===== config.mk =====
export PLATFORM = sky130hd
export DESIGN_NAME = csr_trap_ctrl
export DESIGN_NICKNAME = d
export VERILOG_FILES = /design/src/rtl/csr_trap_ctrl.sv
export SDC_FILE = /design/constraint.sdc
export NUM_CORES = 1
export LEC_CHECK = 0
export CORE_ASPECT_RATIO = 0.5
export CORE_MARGIN = 4
export CORE_UTILIZATION = 45
export CTS_CLUSTER_DIAMETER = 40
export CTS_CLUSTER_SIZE = 12
export DETAILED_ROUTE_END_ITERATION = 8
export DONT_BUFFER_PORTS = 1
export PLACE_DENSITY = 0.68
export SETUP_SLACK_MARGIN = 0.4
export SKIP_LAST_GASP = 1
export SLEW_MARGIN = 20
export SYNTH_ARGS = -nofsm -noshare
export SYNTH_HDL_FRONTEND = slang
export SYNTH_SLANG_ARGS = --single-unit

===== constraint.sdc =====
create_clock -name clk -period 1.66 [get_ports clk]
set_input_delay 0.332 -clock clk [delete_from_list [all_inputs] [get_ports clk]]
set_output_delay 0.332 -clock clk [all_outputs]
set_load 0.05 [all_outputs]

===== src/rtl/csr_trap_ctrl.sv =====
// Sequencer between decode/execute and the machine-mode CSR file.
// Handles CSRRW/CSRRS/CSRRC, ECALL and MRET in four phases: IDLE, READ, WRITE, RESP.
module csr_trap_ctrl #(
    parameter int              XLEN           = 32,
    parameter int              CSR_ADDR_WIDTH = 2,
    parameter logic [XLEN-1:0] ECALL_CAUSE    = 32'd11
) (
    input  logic                      clk,
    input  logic                      rst,
    input  logic                      req_valid,
    output logic                      req_ready,
    input  logic [2:0]                req_op,
    input  logic [11:0]               req_csr_num,
    input  logic [XLEN-1:0]           req_src,
    input  logic                      req_src_zero,
    input  logic [XLEN-1:0]           req_pc,
    output logic                      resp_valid,
    input  logic                      resp_ready,
    output logic [XLEN-1:0]           resp_rd_data,
    output logic                      resp_rd_we,
    output logic                      resp_redirect,
    output logic [XLEN-1:0]           resp_redirect_pc,
    output logic                      resp_illegal,
    output logic [CSR_ADDR_WIDTH-1:0] csr_rd_addr_out,
    input  logic [XLEN-1:0]           csr_rd_data_in,
    output logic                      csr_wr_en_out,
    output logic [CSR_ADDR_WIDTH-1:0] csr_wr_addr_out_1,
    output logic [XLEN-1:0]           csr_wr_data_out_1,
    output logic [CSR_ADDR_WIDTH-1:0] csr_wr_addr_out_2,
    output logic [XLEN-1:0]           csr_wr_data_out_2
);

    localparam logic [2:0] OP_RW    = 3'b000;
    localparam logic [2:0] OP_RS    = 3'b001;
    localparam logic [2:0] OP_RC    = 3'b010;
    localparam logic [2:0] OP_ECALL = 3'b100;
    localparam logic [2:0] OP_MRET  = 3'b101;

    localparam logic [CSR_ADDR_WIDTH-1:0] IDX_MSTATUS = CSR_ADDR_WIDTH'(0);
    localparam logic [CSR_ADDR_WIDTH-1:0] IDX_MTVEC   = CSR_ADDR_WIDTH'(1);
    localparam logic [CSR_ADDR_WIDTH-1:0] IDX_MEPC    = CSR_ADDR_WIDTH'(2);
    localparam logic [CSR_ADDR_WIDTH-1:0] IDX_MCAUSE  = CSR_ADDR_WIDTH'(3);

    typedef enum logic [1:0] {
        S_IDLE,
        S_READ,
        S_WRITE,
        S_RESP
    } state_t;

    state_t                    state_q, state_d;
    logic [2:0]                op_q;
    logic [CSR_ADDR_WIDTH-1:0] idx_q;
    logic [XLEN-1:0]           src_q;
    logic                      src_zero_q;
    logic [XLEN-1:0]           pc_q;
    logic                      illegal_q;
    logic [XLEN-1:0]           old_q;

    logic                      accept;
    logic                      req_mapped;
    logic [CSR_ADDR_WIDTH-1:0] req_idx;
    logic                      req_is_csr;
    logic                      req_illegal;
    logic                      op_is_csr;
    logic [XLEN-1:0]           new_val;
    logic                      wr_req;

    // Compact index of the architectural CSR number.
    always_comb begin
        req_mapped = 1'b1;
        req_idx    = IDX_MSTATUS;
        case (req_csr_num)
            12'h300: req_idx = IDX_MSTATUS;
            12'h305: req_idx = IDX_MTVEC;
            12'h341: req_idx = IDX_MEPC;
            12'h342: req_idx = IDX_MCAUSE;
            default: req_mapped = 1'b0;
        endcase
    end

    assign req_is_csr  = (req_op == OP_RW) || (req_op == OP_RS) || (req_op == OP_RC);
    assign req_illegal = req_is_csr ? !req_mapped
                                    : !((req_op == OP_ECALL) || (req_op == OP_MRET));
    assign accept      = (state_q == S_IDLE) && req_valid;
    assign op_is_csr   = (op_q == OP_RW) || (op_q == OP_RS) || (op_q == OP_RC);

    always_ff @(posedge clk) begin
        if (rst) begin
            state_q    <= S_IDLE;
            op_q       <= '0;
            idx_q      <= '0;
            src_q      <= '0;
            src_zero_q <= 1'b0;
            pc_q       <= '0;
            illegal_q  <= 1'b0;
            old_q      <= '0;
        end else begin
            state_q <= state_d;
            if (accept) begin
                op_q       <= req_op;
                idx_q      <= req_idx;
                src_q      <= req_src;
                src_zero_q <= req_src_zero;
                pc_q       <= req_pc;
                illegal_q  <= req_illegal;
            end
            if (state_q == S_READ) begin
                old_q <= csr_rd_data_in;
            end
        end
    end

    always_comb begin
        state_d = state_q;
        case (state_q)
            S_IDLE:  if (accept) state_d = req_illegal ? S_RESP : S_READ;
            S_READ:  state_d = S_WRITE;
            S_WRITE: state_d = S_RESP;
            S_RESP:  if (resp_ready) state_d = S_IDLE;
            default: state_d = S_IDLE;
        endcase
    end

    always_comb begin
        case (op_q)
            OP_RS:   new_val = old_q | src_q;
            OP_RC:   new_val = old_q & ~src_q;
            default: new_val = src_q;
        endcase
    end

    // Read port and write port sequencing; both write ports share one enable.
    always_comb begin
        csr_rd_addr_out   = '0;
        wr_req            = 1'b0;
        csr_wr_addr_out_1 = '0;
        csr_wr_data_out_1 = '0;
        csr_wr_addr_out_2 = '0;
        csr_wr_data_out_2 = '0;
        if (state_q == S_READ) begin
            if (op_q == OP_ECALL)     csr_rd_addr_out = IDX_MTVEC;
            else if (op_q == OP_MRET) csr_rd_addr_out = IDX_MEPC;
            else                      csr_rd_addr_out = idx_q;
        end
        if (state_q == S_WRITE) begin
            if (op_is_csr) begin
                // Set/clear with a zero operand is a pure read.
                wr_req            = (op_q == OP_RW) || !src_zero_q;
                csr_wr_addr_out_1 = idx_q;
                csr_wr_data_out_1 = new_val;
                csr_wr_addr_out_2 = idx_q;
                csr_wr_data_out_2 = new_val;
            end else if (op_q == OP_ECALL) begin
                wr_req            = 1'b1;
                csr_wr_addr_out_1 = IDX_MEPC;
                csr_wr_data_out_1 = pc_q;
                csr_wr_addr_out_2 = IDX_MCAUSE;
                csr_wr_data_out_2 = ECALL_CAUSE;
            end
        end
    end

    assign csr_wr_en_out = wr_req && !rst;
    assign req_ready     = (state_q == S_IDLE);

    always_comb begin
        resp_valid       = 1'b0;
        resp_rd_data     = '0;
        resp_rd_we       = 1'b0;
        resp_redirect    = 1'b0;
        resp_redirect_pc = '0;
        resp_illegal     = 1'b0;
        if (state_q == S_RESP) begin
            resp_valid = 1'b1;
            if (illegal_q) begin
                resp_illegal = 1'b1;
            end else if (op_is_csr) begin
                resp_rd_data = old_q;
                resp_rd_we   = 1'b1;
            end else begin
                resp_redirect    = 1'b1;
                resp_redirect_pc = old_q;
            end
        end
    end

endmodule


==> results.md, run 1 <==
* Yosys top cell by area: dfxtp_1
* Quantity of I/O buffers inserted on ports at 0
* Initial antenna violation count at 0
* Yosys cell types at 44
* Share of the synthesized area in the top cell type at 0.391
* Avg Cell Area, Syn at between 7 and 8 µm²
* Flops & latches, synth at 105
* Most common cell in the netlist: nand2_1
* Placer congestion estimate at about 0.81
* Seq/Total Area, Yosys at 0.391
* CTS max path bufs at 2
* Post-synth top flop: dfxtp_1
* Deepest level of the CTS H-tree at 3
* Post-synth EDFFs at 0
* Cell area after synthesis at 0.00538 mm²
* IO Count at about 260
* Cts bufs inserted at 9
* Top cells by area, synth: dfxtp_1, nand2_1, a21oi_1, and2_1, mux2i_1
* Top cells by count, synth: nand2_1, dfxtp_1, a21oi_1
* Err: [ERROR DPL-0033] detailed placement checks failed during check placement.
* Starting Density at 0.476
* Worst_ep grt: csr_wr_data_out_1[22]
* Largest net degree at the start of global routing at 107
* Worst slack at placement at -0.129 ns
* Die width at 163 µm
* Die height at approximately 85 µm
* Syn Nets at 839
* Root buffer cell: clkbuf_16
* Outcome: aborted with a tool error
* Halt Stage: global routing (5_1_grt)
* WEP type: primary output
* Asr flop ratio synth at 0
* YS warnings at 0
* Hold-fix buffers, CTS at 0
* Post-synthesis instance total at slightly above 700
* Total clock sinks at 105
* Rows at 27
* DP Cell Count at 957
* HPWL Detailed at ~14000 µm
stage by stage:
stage	util	instance area [µm²]
2_1_floorplan	-	6630
3_3_place_gp	0.741	8390
3_5_place_dp	0.741	8390
4_1_cts	0.841	9520
repair_timing:
action | in CTS
endpoints found under the setup margin | 245
buffers inserted | 17
pin swaps | 18
gates resized for setup | 79
gates cloned | 14
cells by family after synthesis:
| family | synth area share |
|---|---|
| AND/OR/NAND/NOR | 0.316 |
| AO/OA/AOI/OAI | 0.165 |
| flip-flops | 0.391 |
| buffers and inverters | 0.0576 |
| multiplexers | 0.0595 |
| adder cells (fa/ha/maj) | 0.00930 |
| XOR/XNOR | 0.00163 |
==> inputs of run 2 (changes only) <==
==> config.mk (replaced) <==
export PLATFORM = sky130hd
export DESIGN_NAME = csr_trap_ctrl
export DESIGN_NICKNAME = d
export VERILOG_FILES = /design/src/rtl/csr_trap_ctrl.sv
export SDC_FILE = /design/constraint.sdc
export NUM_CORES = 1
export LEC_CHECK = 0
export CORE_MARGIN = 4
export CORE_UTILIZATION = 30
export DETAILED_ROUTE_END_ITERATION = 8
export DONT_BUFFER_PORTS = 1
export PLACE_DENSITY_LB_ADDON = 0.15
export SKIP_LAST_GASP = 1
export SLEW_MARGIN = 20
export SYNTH_ARGS = -nofsm -noshare
export SYNTH_HDL_FRONTEND = slang
export SYNTH_SLANG_ARGS = --single-unit
==> constraint.sdc (replaced) <==
create_clock -name clk -period 2.2 [get_ports clk]
set_input_delay 0.44 -clock clk [delete_from_list [all_inputs] [get_ports clk]]
set_output_delay 0.44 -clock clk [all_outputs]
set_load 0.05 [all_outputs]
==> run 2 against run 1 <==
The flow now finishes, with violations (negative setup slack). Area after synthesis unchanged. Synthesized cell count did not move.
==> results.md, run 2 <==
* Sequential cell fraction of total power at 0.330
* Most frequent cells in the layout: nand2_1, dfxtp_1, buf_12
* Die area at 0.0201 mm²
* CTS tree: yes
* Power Internal at between 4000 and 5000 µW
* Reg-to-reg setup timing slack at 0.43 ns
* Outcome: finished, violations left
* Max Slew Vio Count at 0
* Share of the synthesized area in the top cell type at 0.391 (unchanged)
* Crit path required time at 1.76 ns
* Syn Nets at 839 (unchanged)
* Worst-Skew Late Latency at 0.35 ns
* Asr flop ratio synth at 0 (unchanged)
* Hold-fix buffers, CTS at 0 (unchanged)
* Cell family with most CP delay: buffers and inverters
* Most common cell in the netlist: nand2_1
* Post-route ant nets at 0
* Largest stage delay on the critical path at 0.37 ns
* Yosys cell types at 44 (unchanged)
* Mean routed wirelength per cell at 19.1 µm
* Ant diodes at 0
* Buffers & Inverters on Critical Path at 3
* Yosys top cell by area: dfxtp_1
* Violated checks: negative setup slack
* Core box area at ~0.017 mm²
* Starting Density at 0.309 (-0.167)
* RSZ-0062 raised after global routing: true
* Die width at 142 µm (-13%)
* Share of layout cells above drive strength 1 at 0.386
* Initial antenna violation count at 0
* Area grow syn2layout at 63.4%
* Peak supply drop at 729 µV
* Worst Setup End Kind: output pin
* Initial drt markers at 250
* Power per Cell Area at 902 mW/mm²
* Final Hold Fails at 0
* GRT Util Overall at 0.182
* Total clock sinks at 105 (unchanged)
* 1st-pass router iterations at 4
* YS warnings at 0 (unchanged)
* Crit path arrival time at approximately 1.8 ns
* Sw Share at 0.430
* Vias per cell at 5.11
* Slew @ Worst Pin at 0.499 ns
* Post-synthesis instance total at 719 (unchanged)
* CTS max path bufs at 2 (unchanged)
* Quantity of I/O buffers inserted on ports at 0 (unchanged)
* Worst setup margin at -0.0144 ns
* Worst slack at placement at 0.121 ns (+0.250 ns)
* Vias in the first global route at 5134
* Deepest level of the CTS H-tree at 3 (unchanged)
* P_leak at 0.00320 µW
* Vias at roughly 5400
* Total gr overflow at 0
* Tcrit/Tclk final at 1.01
* Startpoint Class: register
* Largest net degree at the start of global routing at approximately 110
* Avg Cell Area, Syn at 7.49 µm² (unchanged)
* Combinational fraction of design power at 0.482
* Post-synth EDFFs at 0 (unchanged)
* Top cells by area, synth: dfxtp_1, nand2_1, a21oi_1, and2_1, mux2i_1
* Flops & latches, synth at 105 (unchanged)
* CP max stage cell: dfxtp_4
* Rows at 48 (+78%)
* Clock Power Share at 0.188
* Die height at 142 µm (+66%)
* Cell area after synthesis at 0.00538 mm² (unchanged)
* F_max at 452 MHz
* Final min period at 2.21 ns
* Final Setup Violations at 6
* Commonest non-fill, non-tap cell in the layout: nand2_1
* Seq/Total Area, Yosys at 0.391 (unchanged)
* Max-Slew Margin vs Limit at 0.667
* Top cells by count, synth: nand2_1, dfxtp_1, a21oi_1
* Final wirelength at 20100 µm
* IO Count at 256 (unchanged)
* Post-synth top flop: dfxtp_1
* Placer congestion estimate at 0.788 (-2.2%)
* Final nets at 944
* Hold crit path type: in2reg
* Leading registers by flop count: old_q (32), pc_q (32), src_q (32)
* Cts bufs inserted at 9 (unchanged)
* Clock transition at the registers of the reported paths at 0.07 ns
* First-pass GRT wire length at 28900 µm
* HPWL Detailed at 14000 µm (-0.13%)
* CP Class: reg2out
* Critical Path Fanout Max at 13
* Layout Skew at 0.00742 ns
* Worst Hold Slack at 0.166 ns
* Root buffer cell: clkbuf_16
* Max Cap Violations at 0
* Net switching power at about 3400 µW
* CP cell instances: buf_6 -> a21oi_4 -> nand2_4 -> clkbuf_16 -> o21ai_4 -> buf_12
* # DRC at 0
==> run 2: cell counts after synthesis <==
Identical to the previous run, type by type.
==> run 2: power by group through the flow <==
stage | clock (µW) | sequential, µW | combinational [µW]
2_1_floorplan | 0 | 2490 | 2190
3_3_place_gp | 0 | 2580 | 3150
4_1_cts | 1550 | 2570 | 3320
5_1_grt | 1630 | 2670 | 4090
3_5_place_dp | 0 | 2600 | 3190
6_report | 1490 | 2620 | 3820
==> run 2: worst paths after layout <==
check / from / to / depth (start not counted)
worst max-delay path: op_q[1] / csr_wr_data_out_1[30] / 6
worst min register to register: pc_q[19] / pc_q[19] / 2
worst max register to register: state_q[1] / pc_q[24] / 6
worst min-delay path: rst / pc_q[20] / 1
==> run 2: metrics by stage <==
stage           util  area [µm²]  TNS (ns)  total power (µW)  cells
2_1_floorplan      -        5430    -0.204              4680    719
3_3_place_gp   0.435        7580         0              5730   1029
3_5_place_dp   0.435        7580         0              5790   1029
4_1_cts        0.463        8070    -0.806              7450   1048
5_1_grt        0.505        8800     -4.09              8400   1054
6_report       0.505        8800   -0.0385              7930   1054
==> run 2: layer usage <==
metal  GRT usage  up-vias  wire [µm]
met4      0.0530        0        219
met1       0.232     2599       8570
met3      0.0457       15       1280
li1            -     2591          -
met2       0.306      182      10000
met5           0        -          0
==> run 2: timing repair <==
| action | 4_1_cts | 5_1_grt |
|---|---|---|
| gates resized for setup | 61 | 144 |
| pin swaps | 2 | 7 |
| buffers inserted | 2 | 2 |
| endpoints found under the setup margin | 136 | 117 |
| cloned | 1 | 4 |
==> run 2: cell families after synthesis <==
logic type	after synthesis	synth area share
flip-flops	105	0.391
XOR/XNOR	1	0.00163
multiplexers	32	0.0595
AO/OA/AOI/OAI	156	0.165
adder cells (fa/ha/maj)	4	0.00930
buffers and inverters	63	0.0576
AND/OR/NAND/NOR	358	0.316
==> run 2: cell type report <==
type | instances | area, µm²
clock buffer | 12 | 236
clock inverter | 4 | 30.0
fill | 1673 | 8620
inverter | 7 | 28.8
multi-input combinational | 551 | 3700
sequential | 105 | 2120
tap | 225 | 282
timing repair buffer | 150 | 2410
Power figures use the tool's default switching activity.
